<file path="src/rtl/mem_op_pkg.sv">
// Shared opcode encodings (instruction bits 15:9) and sequencer state type.
// The data-memory decoder imports the same opcode constants.
package mem_op_pkg;

  // LDM/STM are matched on their top five bits; the low bits name the base register.
  localparam logic [4:0] OP_STM_HI = 5'b1100_0;
  localparam logic [4:0] OP_LDM_HI = 5'b1100_1;
  localparam logic [6:0] OP_PUSH   = 7'b1011_010;
  localparam logic [6:0] OP_POP    = 7'b1011_110;

  localparam logic [3:0] REG_SP = 4'd13;
  localparam logic [3:0] REG_LR = 4'd14;
  localparam logic [3:0] REG_PC = 4'd15;

  typedef enum logic [1:0] {
    S_IDLE = 2'd0,
    S_XFER = 2'd1,
    S_TAIL = 2'd2,
    S_DONE = 2'd3
  } seq_state_t;

  // Number of registers named by a 9-bit list.
  function automatic logic [3:0] popcount9(input logic [8:0] v);
    logic [3:0] c;
    c = '0;
    for (int i = 0; i < 9; i++) c = c + {3'b000, v[i]};
    return c;
  endfunction

endpackage

</file>
<file path="src/rtl/lowest_set_bit.sv">
// 9-bit priority encoder: index of the lowest set bit and a valid flag.
module lowest_set_bit (
  input  logic [8:0] i_bits,
  output logic [3:0] o_idx,
  output logic       o_valid
);

  // Scan from the top down so the lowest set bit wins.
  always_comb begin
    o_idx   = '0;
    o_valid = 1'b0;
    for (int i = 8; i >= 0; i--) begin
      if (i_bits[i]) begin
        o_idx   = 4'(i);
        o_valid = 1'b1;
      end
    end
  end

endmodule

</file>
<file path="src/rtl/ldm_stm_sequencer.sv">
// LDM/STM/PUSH/POP beat sequencer: one memory beat per listed register,
// lowest register first, then an optional base-register writeback.
// Optional macro SEQ_STALL_EN adds a stall input that freezes the sequencer
// and blanks the strobes (mem_write_en, rf_write_en, wb_en, done).
// Handshake: start is sampled only in IDLE; busy is high from the cycle after
// acceptance through the done cycle; done is a single-cycle pulse.
module ldm_stm_sequencer
  import mem_op_pkg::*;
#(
  parameter int ADDR_W = 32
) (
  input  logic              clk,
  input  logic              rst,
  input  logic              start,
  input  logic [6:0]        opCode,
  input  logic [8:0]        reg_list,
  input  logic [ADDR_W-1:0] base_val,
`ifdef SEQ_STALL_EN
  input  logic              stall,
`endif
  output logic              busy,
  output logic              mem_write_en,
  output logic [6:0]        mem_opCode,
  output logic [ADDR_W-1:0] mem_addr,
  output logic [3:0]        st_reg,
  output logic              rf_write_en,
  output logic [3:0]        rf_waddr,
  output logic              wb_en,
  output logic [3:0]        wb_reg,
  output logic [ADDR_W-1:0] wb_val,
  output logic              done,
  output seq_state_t        dbg_state
);

  seq_state_t        r_state, w_state_next;
  logic [6:0]        r_op;
  logic [8:0]        r_list;
  logic [ADDR_W-1:0] r_addr;
  logic              r_is_load;
  logic [3:0]        r_hi_reg;
  logic              r_wb_ok;
  logic [3:0]        r_wb_reg;
  logic [ADDR_W-1:0] r_wb_val;
  logic              r_rf_we;
  logic [3:0]        r_rf_waddr;

  logic              w_stall;
  logic              w_is_stm, w_is_ldm, w_is_push, w_is_pop, w_accept;
  logic [8:0]        w_eff_list, w_list_next;
  logic [3:0]        w_n, w_idx, w_cur_reg;
  logic              w_valid, w_last;
  logic [ADDR_W-1:0] w_four_n;

`ifdef SEQ_STALL_EN
  assign w_stall = stall;
`else
  assign w_stall = 1'b0;
`endif

  assign w_is_stm  = (opCode[6:2] == OP_STM_HI);
  assign w_is_ldm  = (opCode[6:2] == OP_LDM_HI);
  assign w_is_push = (opCode == OP_PUSH);
  assign w_is_pop  = (opCode == OP_POP);
  assign w_accept  = (r_state == S_IDLE) && start && !w_stall &&
                     (w_is_stm || w_is_ldm || w_is_push || w_is_pop);

  // Bit 8 only means something for PUSH (LR) and POP (PC).
  assign w_eff_list = (w_is_push || w_is_pop) ? reg_list : {1'b0, reg_list[7:0]};
  assign w_n        = popcount9(w_eff_list);
  assign w_four_n   = ADDR_W'({w_n, 2'b00});

  lowest_set_bit u_lsb (
    .i_bits  (r_list),
    .o_idx   (w_idx),
    .o_valid (w_valid)
  );

  assign w_cur_reg   = (w_idx == 4'd8) ? r_hi_reg : w_idx;
  assign w_list_next = r_list & ~(9'd1 << w_idx);
  assign w_last      = !w_valid || (w_list_next == 9'd0);

  assign rf_write_en = r_rf_we && !w_stall;
  assign rf_waddr    = r_rf_waddr;
  assign dbg_state   = r_state;

  // State register; stall holds the current state.
  always_ff @(posedge clk or posedge rst) begin
    if (rst) r_state <= S_IDLE;
    else if (!w_stall) r_state <= w_state_next;
  end

  // Next-state decode and per-state outputs.
  always_comb begin
    w_state_next = r_state;
    busy         = 1'b0;
    mem_write_en = 1'b0;
    mem_opCode   = '0;
    mem_addr     = '0;
    st_reg       = '0;
    done         = 1'b0;
    wb_en        = 1'b0;
    wb_reg       = '0;
    wb_val       = '0;
    case (r_state)
      S_IDLE: begin
        if (w_accept) w_state_next = (w_eff_list == 9'd0) ? S_DONE : S_XFER;
      end
      S_XFER: begin
        busy       = 1'b1;
        mem_opCode = r_op;
        mem_addr   = r_addr;
        if (!r_is_load) begin
          mem_write_en = !w_stall;
          st_reg       = w_cur_reg;
        end
        if (w_last) w_state_next = r_is_load ? S_TAIL : S_DONE;
      end
      S_TAIL: begin
        busy         = 1'b1;
        mem_opCode   = r_op;
        w_state_next = S_DONE;
      end
      S_DONE: begin
        busy         = 1'b1;
        mem_opCode   = r_op;
        done         = !w_stall;
        if (r_wb_ok) begin
          wb_en  = !w_stall;
          wb_reg = r_wb_reg;
          wb_val = r_wb_val;
        end
        w_state_next = S_IDLE;
      end
      default: w_state_next = S_IDLE;
    endcase
  end

  // Datapath: latch the request, walk the list, delay load writes by one cycle.
  always_ff @(posedge clk or posedge rst) begin
    if (rst) begin
      r_op       <= '0;
      r_list     <= '0;
      r_addr     <= '0;
      r_is_load  <= 1'b0;
      r_hi_reg   <= '0;
      r_wb_ok    <= 1'b0;
      r_wb_reg   <= '0;
      r_wb_val   <= '0;
      r_rf_we    <= 1'b0;
      r_rf_waddr <= '0;
    end else if (!w_stall) begin
      case (r_state)
        S_IDLE: begin
          r_rf_we    <= 1'b0;
          r_rf_waddr <= '0;
          if (w_accept) begin
            r_op      <= opCode;
            r_list    <= w_eff_list;
            r_addr    <= w_is_push ? (base_val - w_four_n) : base_val;
            r_is_load <= w_is_ldm || w_is_pop;
            r_hi_reg  <= w_is_pop ? REG_PC : REG_LR;
            r_wb_reg  <= (w_is_push || w_is_pop) ? REG_SP : {1'b0, opCode[2:0]};
            r_wb_val  <= w_is_push ? (base_val - w_four_n) : (base_val + w_four_n);
            // LDM that reloads its own base keeps the loaded value.
            r_wb_ok   <= (w_n != 4'd0) && !(w_is_ldm && reg_list[opCode[2:0]]);
          end
        end
        S_XFER: begin
          r_list     <= w_list_next;
          r_addr     <= r_addr + ADDR_W'(4);
          r_rf_we    <= r_is_load;
          r_rf_waddr <= r_is_load ? w_cur_reg : 4'd0;
        end
        default: begin
          r_rf_we    <= 1'b0;
          r_rf_waddr <= '0;
        end
      endcase
    end
  end

endmodule

</file>
<file path="config.mk">
export PLATFORM = sky130hd
export DESIGN_NAME = ldm_stm_sequencer
export DESIGN_NICKNAME = d
export VERILOG_FILES = /design/src/rtl/mem_op_pkg.sv /design/src/rtl/lowest_set_bit.sv /design/src/rtl/ldm_stm_sequencer.sv
export SDC_FILE = /design/constraint.sdc
export NUM_CORES = 1
export LEC_CHECK = 0
export ABC_AREA = 1
export BUFFER_PORTS_ARGS = -buffer_cell sky130_fd_sc_hd__buf_2
export CELL_PAD_IN_SITES_DETAIL_PLACEMENT = 2
export CELL_PAD_IN_SITES_GLOBAL_PLACEMENT = 2
export CORE_MARGIN = 2
export CORE_UTILIZATION = 30
export CTS_CLUSTER_DIAMETER = 40
export DETAILED_ROUTE_END_ITERATION = 8
export PLACE_DENSITY_LB_ADDON = 0.1
export SYNTH_ARGS = -nofsm -noshare
export SYNTH_HDL_FRONTEND = slang
export SYNTH_SLANG_ARGS = --single-unit
</file>
<file path="constraint.sdc">
create_clock -name clk -period 6.95 [get_ports clk]
set_clock_uncertainty 0.2 [all_clocks]
set_input_delay 1.0425 -clock clk [delete_from_list [all_inputs] [get_ports clk]]
set_output_delay 1.0425 -clock clk [all_outputs]
set_load 0.03 [all_outputs]
</file>
* Yosys cells after proc, flatten, opt, wreduce, memory -nomap -nowiden *
Cells that the tools add are included.

word-level totals
  RAM bits = 0
  latch bits = 0
  input bits = 51
  output and inout bits = 90
  memories kept = 0
  register bits = 97
  logic and storage cells = 109
  bits in read-only memories = 0

cells by class
  multipliers = 0
  divide/modulo/power cells = 0
  multiplexer cells = 52
  bitwise operators = 2
  $add $sub $neg = 11
  equality and inequality tests = 10
  shifts and indexed selects = 1
  reduce and logical (&&, ||, !) cells = 21
  order comparisons = 1

operators with widths
  operator                                                    number
  two-way mux 32 bit                                          6
  two-way mux 4 bit                                           17
  case mux 32 bit (2 select lines)                            1
  adder 32 x 3 -> 32 bit, second input constant               1
  adder 32 x 6 -> 32 bit                                      1
  subtractor 32 x 6 -> 32 bit                                 1
  adder 4 x 1 -> 4 bit                                        5
  two-way mux 1 bit                                           19
  logical NOT 9 bit                                           2
  two-way mux 9 bit                                           2
  case mux 9 bit (2 select lines)                             1
  equality test 7 bit, second input constant                  2
  equality test 5 bit, second input constant                  2
  AND 9 bit                                                   1
  NOT 9 bit                                                   1
  left shift 1 x 4 -> 9 bit, first input constant             1
  case mux 2 bit (4 select lines)                             1
  two-way mux 7 bit                                           1
  logical OR 1 bit                                            6
  two-way mux 2 bit                                           3
  AND reduction 2 bit                                         3
  less-than comparator 3 x 5 -> 1 bit, second input constant  1
  adder 3 x 1 -> 4 bit                                        1
  equality test 2 bit, second input constant                  2
  other kinds (12)                                            17

* Depth between registers and ports, before layout *
  word-level depth = 16
  gate-level depth with buffers = 29
  mapped depth without buffers = 28

* Modules after synthesis *
From an unflattened synthesis, not the netlist that was laid out.

unflattened totals
  cell total of the unflattened synthesis = 1,348
  area, all modules = 8,195.4 µm²

modules (own cells, without submodules)
  module             instances  cells each  area an instance (µm²)  seq. area each (µm²)
  ldm_stm_sequencer  1          1,325       8,074.0                 2,377.3
  lowest_set_bit     1          23          121.4                   0.0

* Least setup slack after synthesis *
Ideal clock, no wire load.

  kind = input to register
  start point = input opCode[5]
  end point = register r_wb_val[27]
  cell stages on the path = 25
  path buffers = 1
  arrival = 5.290 ns
  library setup time = 0.117 ns
  required time = 6.633 ns
  setup slack = 1.343 ns
  cells stage by stage = nand3b_1 nor3_4 nor2_2 nor2_1 inv_1 fa_1 fa_1 fa_1 fa_1 xor2_1 inv_1 ha_1 buf_2 nand3_1 nand3_1 nand2_1 a21oi_2 nand2_1 nor2_2 nand2_1 xor2_1 nand2_1 nand2_1 nand2_1 nand2_1

on the way
  cells in the longest elaborated chain, start to end = 6
  elaborated cells on any way between the ends = 15
  classes of those cells = 3 x add/sub; 4 x eq/ne; 2 x mux; 6 x reduce/logical

RTL lines
  item                                                              line                                              RTL
  from (decl)                                                       ldm_stm_sequencer.sv:15                           input logic [6:0] opCode,
  equality test 7 bit, or another cell as far along                 ldm_stm_sequencer.sv:62                           assign w_is_push = (opCode == OP_PUSH);
  logical OR 1 bit, on equally long branches                        ldm_stm_sequencer.sv:68, ldm_stm_sequencer.sv:65
  two-way mux 9 bit / logical OR 1 bit (equally long branches)      ldm_stm_sequencer.sv:68, ldm_stm_sequencer.sv:65
  adder 4 x 1 -> 4 bit / logical OR 1 bit (equally long branches)   mem_op_pkg.sv:26, ldm_stm_sequencer.sv:65
  adder 32 x 6 -> 32 bit, or another cell as far along              ldm_stm_sequencer.sv:163                          r_wb_val <= w_is_push ? (base_val - w_four_n) : (base_val + w_four_n);
  two-way mux 32 bit / AND reduction 2 bit (equally long branches)  n/a
  to (signal assigned)                                              ldm_stm_sequencer.sv:163
  to (decl)                                                         ldm_stm_sequencer.sv:43                           logic [ADDR_W-1:0] r_wb_val;

Several ways; a longest one is shown, not always the timed one.
A chain may end at the register's enable or synchronous reset.

* Worst setup path in the final report *
  start point = input opCode[5]
  end point = register r_addr[19]

on the way
  cells in the longest elaborated chain, start to end = 8
  elaborated cells on any way between the ends = 17
  classes of those cells = 2 x add/sub; 5 x eq/ne; 4 x mux; 6 x reduce/logical

RTL lines
  item                                           line                                              RTL
  equality test 7 bit, on equally long branches  ldm_stm_sequencer.sv:62, ldm_stm_sequencer.sv:63
  logical OR 1 bit                               ldm_stm_sequencer.sv:68                           assign w_eff_list = (w_is_push || w_is_pop) ? reg_list : {1'b0, reg_list[7:0]};
  two-way mux 9 bit                              ldm_stm_sequencer.sv:68
  adder 4 x 1 -> 4 bit                           mem_op_pkg.sv:26                                  for (int i = 0; i < 9; i++) c = c + {3'b000, v[i]};
  subtractor 32 x 6 -> 32 bit                    ldm_stm_sequencer.sv:159                          r_addr <= w_is_push ? (base_val - w_four_n) : base_val;
  two-way mux 32 bit                             ldm_stm_sequencer.sv:159
  two-way mux 32 bit                             ldm_stm_sequencer.sv:156                          if (w_accept) begin
  case mux 32 bit (2 select lines)               ldm_stm_sequencer.sv:152                          case (r_state)
  to (signal assigned)                           ldm_stm_sequencer.sv:159
  to (signal assigned)                           ldm_stm_sequencer.sv:170                          r_addr <= r_addr + ADDR_W'(4);
  to (decl)                                      ldm_stm_sequencer.sv:38                           logic [ADDR_W-1:0] r_addr;

Several ways; a longest one is shown, not always the timed one. The select of a mux whose other input is x is not followed.

==> results.yml <==
outcome:
  status: "complete, no violations"
grt:
  globalRouteOverflowTotal: 0
  grt_start_max_net_pins: 75
  track_usage: 0.247
  grt_pass1_wl_mm: 53.9
  grt_pass1_vias: 9353
  antenna_found_initial: 1
routing:
  via_per_inst: 5.13
  drc_errors: 0
  dr.pass1.iters: 4
  wl_per_cell_um: 19.8
  detail-route-antenna-nets: 0
  routed_wl_mm: 33.7
  drtIter0Drc: 437
  num_vias: 8739
timing:
  worst_pin_slew_ps: 940
  rsz0062_at_grt: "no"
  slew_violations: 0
  finalCritPeriodShare: 0.883
  layout_min_cycle_time_ps: 6140
  relSlewSlack: 0.373
  finalSetupViolations: 0
  hold_violations: 0
  tns_ps: 0
  clock.fmax_ghz: 0.163
clocking:
  cts_hold_buf: 0
  cts_resized: 0
  cts_tree: "yes"
  cts_buffers: 9
  clk_path_buf_depth: 2
  ctsHtreeMaxLevel: 3
  postCtsSetupRepairBufs: 0
  clock_latency_ps: 370
  clk_pin_slew_worst_paths_ps: 90
  cts.sinks: 95
  cts-root-buf: "clkbuf_16"
yosys:
  ys_async_sr_fraction: 1.00
  synth.distinct_cells: 50
  ys_warn_count: 0
  ys.flop_type: "dfrtp_1"
  synth_seq_cells: 95
  synth-edff-count: 0
  syn_nets: 1327
  syn_area_sq_um: 7870
  syn_avg_cell_area_sq_um: 6.28
  ys_seq_area_frac: 0.302
  synth_cells: 1253
worst_hold_path:
  hold_class: "register to register"
  hold_path.startpoint: "r_op[6]"
floorplanning:
  dieHeight_um: 166
  start_util: 0.304
  die_w_um: 166
  io_pins: 141
  num_rows: 59
  die_area_sq_um: 27500
  core_sq_um: 25900
worst_setup_path:
  crit_chain: "buf_2, nand3b_1, nor4_2, nor2_2, nor2_1, inv_1, fa_1, fa_1, fa_1, fa_1, xor2_1, inv_1, ha_1, inv_1, a21oi_1, nand2_1, nand2_1, nand2_1, nor2_1, nand3_1, nand3_1, o211ai_1, nand3_1, o21ai_0"
  path_max_fanout: 7
  cp-start-kind: "primary input"
  worst_setup_path_end_kind: "register"
  crit_path_max_incr_delay_ps: 540
  path_class: "primary input to register"
  path_common_cell: "fa_1"
  crit_arrival_ps: 6170
  crit_required_ps: 6990
  setup.worst_path.start: "opCode[5]"
  worst_path_max_delay_cell: "fa_1"
  r2r-start: "dbg_state[1]"
job:
  maxCapViolCount: 0
place:
  gp_congestion: 0.847
  hpwlAfterDp_mm: 25.9
  io_buffers: 140
power_and_ir_drop:
  vdd_drop_max_uv: 352
  p_per_area_nw_per_um2: 374
  p_leak_nw: 4.82
cells_and_area:
  final_nets: 1435
  reg_top3: "r_addr: 32 flops, r_wb_val: 32 flops, r_list: 9 flops"
  nFillCells: 3280
  fin_util: 0.352
  layout-drive-gt1-share: 0.138
  syn_to_final_growth_pct: 16.0
[cells in the mapped netlist, types with 3 or more instances]
library cell	n	area [sq um]
o21ai_2	3	26.3
clkbuf_1	32	120
nand4_1	23	144
o21ai_1	4	20.0
buf_2	12	60.1
buf_6	3	33.8
o31ai_1	3	22.5
xor2_1	32	280
nand2_1	327	1230
buf_1	3	11.3
nand3_1	69	345
ha_1	16	200
o22ai_1	4	25.0
nor2_2	5	31.3
a31oi_1	19	119
nand3b_1	5	37.5
nor2_1	180	676
o211ai_1	19	143
inv_1	204	766
nor3_1	25	125
dfrtp_1	95	2380
o21ai_0	77	385
nor4_1	4	25.0
fa_1	7	140
xnor2_1	3	26.3
a21oi_1	49	245
[routing by layer]
metal  routed length [um]  track usage  vias to the layer above
met5                    0            0                        -
met2                16200        0.427                      172
met4                  840       0.0749                        0
met3                 1080       0.0253                       32
li1                     -            -                     4173
met1                15500        0.327                     4362
[through the flow]
step           instances  power (mW)  hold slack (ps)  worst slack, ps  instance area, sq um
2_1_floorplan       1253        2.30              223             1340                  7870
5_1_grt             1701        3.71              298              301                  9120
6_report            1702        3.41              260              812                  9130
3_3_place_gp        1685        2.84              234              674                  8830
4_1_cts             1701        3.45              265              825                  9120
3_5_place_dp        1685        2.90              244              423                  8830
[power breakdown]
| group | total, mW | internal, mW | switching (mW) | leakage (nW) |
|---|---|---|---|---|
| sequential | 1.01 | 0.805 | 0.206 | 1.12 |
| combinational | 1.86 | 0.528 | 1.33 | 3.55 |
| clock | 0.541 | 0.253 | 0.287 | 0.142 |
[path summary, 6_finish.rpt]
kind                       slack (ps)            to  cells past startpoint
setup / recovery                  810    r_addr[19]                     24
hold reg to reg                   260       r_op[6]                      2
max in group asynchronous        4750  r_wb_val[11]                      3
hold / removal                    260       r_op[6]                      2
setup reg to reg                 3070    r_addr[17]                     11
min in group asynchronous         480     r_list[1]                      2
[logic make-up (layout without fill, tap and decap cells)]
| group | Yosys count | after routing | synth area share |
|---|---|---|---|
| other | 0 | 1 | 0 |
| flip-flops | 95 | 95 | 0.302 |
| adder cells (fa/ha/maj) | 23 | 23 | 0.0432 |
| AO/OA/AOI/OAI | 194 | 194 | 0.144 |
| XOR/XNOR | 35 | 35 | 0.0390 |
| buffers and inverters | 258 | 371 | 0.128 |
| AND/OR/NAND/NOR | 648 | 648 | 0.343 |
[final cells by class]
class,count,area [sq um],area share
Antenna cell,1,2.50,0.000274
Clock buffer,9,225,0.0247
Clock inverter,7,68.8,0.00754
Inverter,207,779,0.0854
Multi-Input combinational cell,900,4490,0.492
Sequential cell,95,2380,0.261
Tap cell,335,419,0.0459
Timing Repair Buffer,148,761,0.0834
[worst max-delay path: cells and delay by family]
family	cells	cell delay (ps)
compound gates	3	440
fa+ha+maj	5	2190
xor+xnor	1	210
buf+inv	4	420
simple gates	11	1880
[placed cells by master (no fill, tap or decap), types with 3 or more instances in the layout]
master	netlist	final
a21oi_1	49	49
a31oi_1	19	19
buf_2	12	140
buf_4	1	8
clkbuf_16	0	9
dfrtp_1	95	95
fa_1	7	7
ha_1	16	15
inv_1	204	203
nand2_1	327	327
nand3_1	69	69
nand3b_1	5	5
nand4_1	23	23
nor2_1	180	180
nor2_2	5	5
nor3_1	25	25
nor4_1	4	4
o211ai_1	19	19
o21ai_0	77	77
o21ai_1	4	4
o22ai_1	4	4
o31ai_1	3	3
xnor2_1	3	3
xor2_1	32	32
No activity file was read; power rests on OpenSTA's default activity.
